$ cat src/rtl/serial_subtractor_4bit.sv
// Bit-serial subtractor: computes a - b - bin modulo 2^WIDTH one bit per
// cycle, LSB first, through a single full-subtractor slice. Results and
// status flags are registered and only change when an operation completes.
module serial_subtractor_4bit #(
    parameter int unsigned WIDTH = 4
) (
    input  logic             clk,
    input  logic             rst,
    input  logic             start,
    input  logic [WIDTH-1:0] a,
    input  logic [WIDTH-1:0] b,
    input  logic             bin,
    output logic [WIDTH-1:0] diff,
    output logic             bout,
    output logic             busy,
    output logic             done
);

    localparam int unsigned CW = (WIDTH > 1) ? $clog2(WIDTH) : 1;
    localparam logic [CW-1:0] LAST = CW'(WIDTH - 1);

    typedef enum logic [1:0] {
        IDLE = 2'd0,
        RUN  = 2'd1,
        DONE = 2'd2
    } state_t;

    state_t           state;
    logic [WIDTH-1:0] sa;
    logic [WIDTH-1:0] sb;
    logic [WIDTH-1:0] sr;
    logic             br;
    logic [CW-1:0]    cnt;

    logic             ai;
    logic             bi;
    logic             d;
    logic             br_next;
    logic [WIDTH-1:0] sr_next;

    // Full-subtractor slice on the current LSBs, plus the result word as it
    // will look once this bit is shifted in from the top.
    always_comb begin
        ai      = sa[0];
        bi      = sb[0];
        d       = ai ^ bi ^ br;
        br_next = (~ai & bi) | (~(ai ^ bi) & br);
        sr_next = {d, sr[WIDTH-1:1]};
    end

    // Control FSM with datapath shift registers and registered outputs.
    always_ff @(posedge clk) begin
        if (rst) begin
            state <= IDLE;
            sa    <= '0;
            sb    <= '0;
            sr    <= '0;
            br    <= 1'b0;
            cnt   <= '0;
            diff  <= '0;
            bout  <= 1'b0;
            busy  <= 1'b0;
            done  <= 1'b0;
        end else begin
            case (state)
                IDLE, DONE: begin
                    if (start) begin
                        sa    <= a;
                        sb    <= b;
                        br    <= bin;
                        sr    <= '0;
                        cnt   <= '0;
                        state <= RUN;
                        busy  <= 1'b1;
                        done  <= 1'b0;
                    end
                end
                RUN: begin
                    sa <= sa >> 1;
                    sb <= sb >> 1;
                    sr <= sr_next;
                    br <= br_next;
                    if (cnt == LAST) begin
                        // Last bit: publish the whole word and final borrow at once.
                        cnt   <= '0;
                        diff  <= sr_next;
                        bout  <= br_next;
                        state <= DONE;
                        busy  <= 1'b0;
                        done  <= 1'b1;
                    end else begin
                        cnt <= cnt + 1'b1;
                    end
                end
                default: begin
                    state <= IDLE;
                    busy  <= 1'b0;
                    done  <= 1'b0;
                end
            endcase
        end
    end

endmodule

$ cat config.mk
export PLATFORM = sky130hd
export DESIGN_NAME = serial_subtractor_4bit
export DESIGN_NICKNAME = d
export VERILOG_FILES = /design/src/rtl/serial_subtractor_4bit.sv
export SDC_FILE = /design/constraint.sdc
export NUM_CORES = 1
export LEC_CHECK = 0
export ABC_AREA = 1
export CORE_MARGIN = 4
export CORE_UTILIZATION = 50
export CTS_BUF_LIST = sky130_fd_sc_hd__clkbuf_16
export DETAILED_ROUTE_END_ITERATION = 16
export GPL_TIMING_DRIVEN = 1
export MAX_ROUTING_LAYER = met4
export PLACE_DENSITY = 0.77
export SLEW_MARGIN = 15
export SYNTH_ARGS = -nofsm -noshare
export SYNTH_HDL_FRONTEND = slang
export SYNTH_SLANG_ARGS = --single-unit
$ cat constraint.sdc
create_clock -name clk -period 1.4 [get_ports clk]
set_clock_uncertainty 0.2 [all_clocks]
set_input_delay 0.28 -clock clk [delete_from_list [all_inputs] [get_ports clk]]
set_output_delay 0.28 -clock clk [all_outputs]
set_load 0.05 [all_outputs]
==> results.cfg, run 1 <==
[logic_synthesis]
yosys.area.top_type_share = 0.443
yosysWarnings = 0
ys_seq_area_frac = 0.443
postSynthCellCount = 145
yosysTopAreaCell = dfxtp_1
yosys-top-cells-area = dfxtp_1 44%, nand2_1 18%, a21oi_1 9.2%
synth_seq_cells = 23
syn_nets = 159
avgSynthCellArea_um2 = 7.16
synth_area_um2 = 1040
ys_types = 18

[detailed_routing]
route.detailed.wl_per_inst_um = 11.6
routed_via_density = 4.83
first_iter_violations = 22
drt-pass1-iter-count = 4
wl_mm = 2.28
drc_errors = 0
ant_nets = 0
vias = 952

[power]
power_w = 0.00163
peakVddDrop_uv = 666
powerDensity_nw_per_um2 = 1130
p_leak_nw = 0.674

[sta]
setup-violations-final = 0
drv_slew = 0
fin_crit_ns = 1.37
finalSetupTns_ns = 0
maxSlewHeadroom = 0.858
hold_viol_final = 0
timing.final.crit_share = 0.980
fmax_mhz = 729
tightest_slew_ns = 0.212
rsz0062_at_grt = yes

[cts]
clockBufferDepth = 2
clk_pin_slew_ns = 0.06
insertion_delay_ns = 0.26
numCtsBuffers = 3
htree_num_levels = 1
cts_sinks = 23
cts_setup_buffers = 0
root_buffer = clkbuf_16
cts_tree = built

[worst_hold_path]
hold_class = primary input to register

[floorplanning]
initial_core_util = 0.529
die-area_um2 = 2870
core.rowCount = 16
boundaryPins = 19
die_w_um = 53.6
core-area_um2 = 1960
die_h_um = 53.6

[placement]
portBuffers = 18
place_hpwl_mm = 1.58
dpl_cell_area_um2 = 1350
gp_congestion = 0.818

[finish]
fin_nets = 185
syn2layout_area_growth_pct = 39.3
n_antenna_cell = 0
num-fill-cells = 155
fin_area_um2 = 1450
fin_util = 0.737
drive_gt1_frac = 0.153

[setup_path]
crit_arrival_ns = 1.36
critical_path_class = register to register
cp_max_fo = 2
required_ns = 1.39
startpoint_type = register
setup.worst_path.end_class = register

[job]
cap_violations = 0

[global_route]
grt_max_degree = 15
globalRouteOverflowTotal = 0
grt_usage = 0.193
grt_pass1_vias = 958
grt_pass1_wl_mm = 3.87
antenna_found_initial = 0

[status]
status = complete, no violations
area by class of cell:
type | count | area (µm²) | share of cell area
flip-flops and latches | 23 | 463 | 0.320
repair buffers | 26 | 329 | 0.228
multi-input cells | 94 | 449 | 0.311
clock inverters | 1 | 7.51 | 0.00519
clock buffers | 3 | 75.1 | 0.0519
well taps | 27 | 33.8 | 0.0234
inverters | 23 | 88.8 | 0.0614
repair_timing:
item                                    4_1_cts  5_1_grt
resized for setup                             0        6
endpoints found under the setup margin        0       15
hold buffers                                  0        0
layer usage:
metal  part of all wire  global-route usage  vias to the layer above
met3              0.046              0.0416                        5
li1                   -                   -                      493
met2               0.52               0.324                       22
met5                  0                   -                        -
met4              0.017              0.0894                        0
met1               0.42               0.217                      432
worst paths after layout:
path / cells past startpoint / slack, ns / to / startpoint
min: 4 / 0.25 / state[1]$_SDFFE_PP0P_ / start
max: 4 / 0.03 / sr[3]$_SDFFE_PP0P_ / br$_SDFFE_PP0P_
min reg2reg: 1 / 0.26 / cnt[0]$_SDFFE_PP0P_ / cnt[0]$_SDFFE_PP0P_
max reg2reg: 4 / 0.03 / sr[3]$_SDFFE_PP0P_ / br$_SDFFE_PP0P_
cell families after synthesis:
group,synth area share
and+or+nand+nor,0.290
buffers and inverters,0.129
DFF,0.443
AOI/OAI and AO/OA,0.106
adders and majority gates,0.0313
state kept, by name, summed over array words and instances (netlist names):
signal  cells
busy        1
done        1
state       2
sr          3
bout        1
sa          4
sb          4
cnt         2
diff        4
br          1
cell usage after synthesis:
cell	number
inv_1	22
o21ai_0	3
dfxtp_1	23
nor2_1	8
inv_2	1
nand2_2	1
buf_4	1
a21oi_1	19
clkbuf_8	1
clkbuf_1	1
fa_1	1
nor2_4	1
nand2_4	2
ha_1	1
nand3b_1	1
nand2_1	49
nand3_1	8
buf_6	2
metrics by stage:
stage / hold WS (ns) / worst slack (ns) / cells
floorplan: 0.149 / 0.115 / 145
global placement: 0.244 / -0.148 / 193
detailed placement: 0.258 / -0.194 / 193
CTS: 0.267 / 0.0209 / 197
global route: 0.261 / -0.0236 / 197
finish: 0.247 / 0.0284 / 197
cell usage in the layout (no fill, tap or decap), drive strengths merged:
cell type and count:
fa 1, clkinvlp 1, clkbuf 3, inv 23, nand3b 1, o21ai 3
dlymetal6s2s 1, a21oi 19, nor2 9, nand3 8, ha 1, clkdlybuf4s50 10
buf 15, nand2 52, dfxtp 23
critical path, cell delays in order (launching register included):
cell and delay, ns:
dfxtp_1 0.32, inv_1 0.05, fa_1 0.53, nand2_1 0.06, a21oi_1 0.14
power breakdown:
group	total, W	internal (W)	switching, W
clock network	0.000631	0.000387	0.000243
logic	0.000284	0.000130	0.000154
registers	0.000719	0.000696	0.0000227
total	0.00163	0.00121	0.000420
Power figures use the tool's default switching activity.
==> inputs of run 2 (changes only) <==
--- a/config.mk
+++ b/config.mk
@@ -9,6 +9,7 @@
 export CORE_MARGIN = 4
 export CORE_UTILIZATION = 50
 export CTS_BUF_LIST = sky130_fd_sc_hd__clkbuf_16
+export CTS_CLUSTER_DIAMETER = 40
 export DETAILED_ROUTE_END_ITERATION = 16
 export GPL_TIMING_DRIVEN = 1
 export MAX_ROUTING_LAYER = met4
==> results of run 2 <==
No change in the layout: final DEF, timing and power equal those of run 1.
==> inputs of run 3 (changes only) <==
--- a/config.mk
+++ b/config.mk
@@ -9,7 +9,6 @@
 export CORE_MARGIN = 4
 export CORE_UTILIZATION = 50
 export CTS_BUF_LIST = sky130_fd_sc_hd__clkbuf_16
-export CTS_CLUSTER_DIAMETER = 40
 export DETAILED_ROUTE_END_ITERATION = 16
 export GPL_TIMING_DRIVEN = 1
 export MAX_ROUTING_LAYER = met4
==> results of run 3 <==
No change in the layout: final DEF, timing and power equal those of run 1.
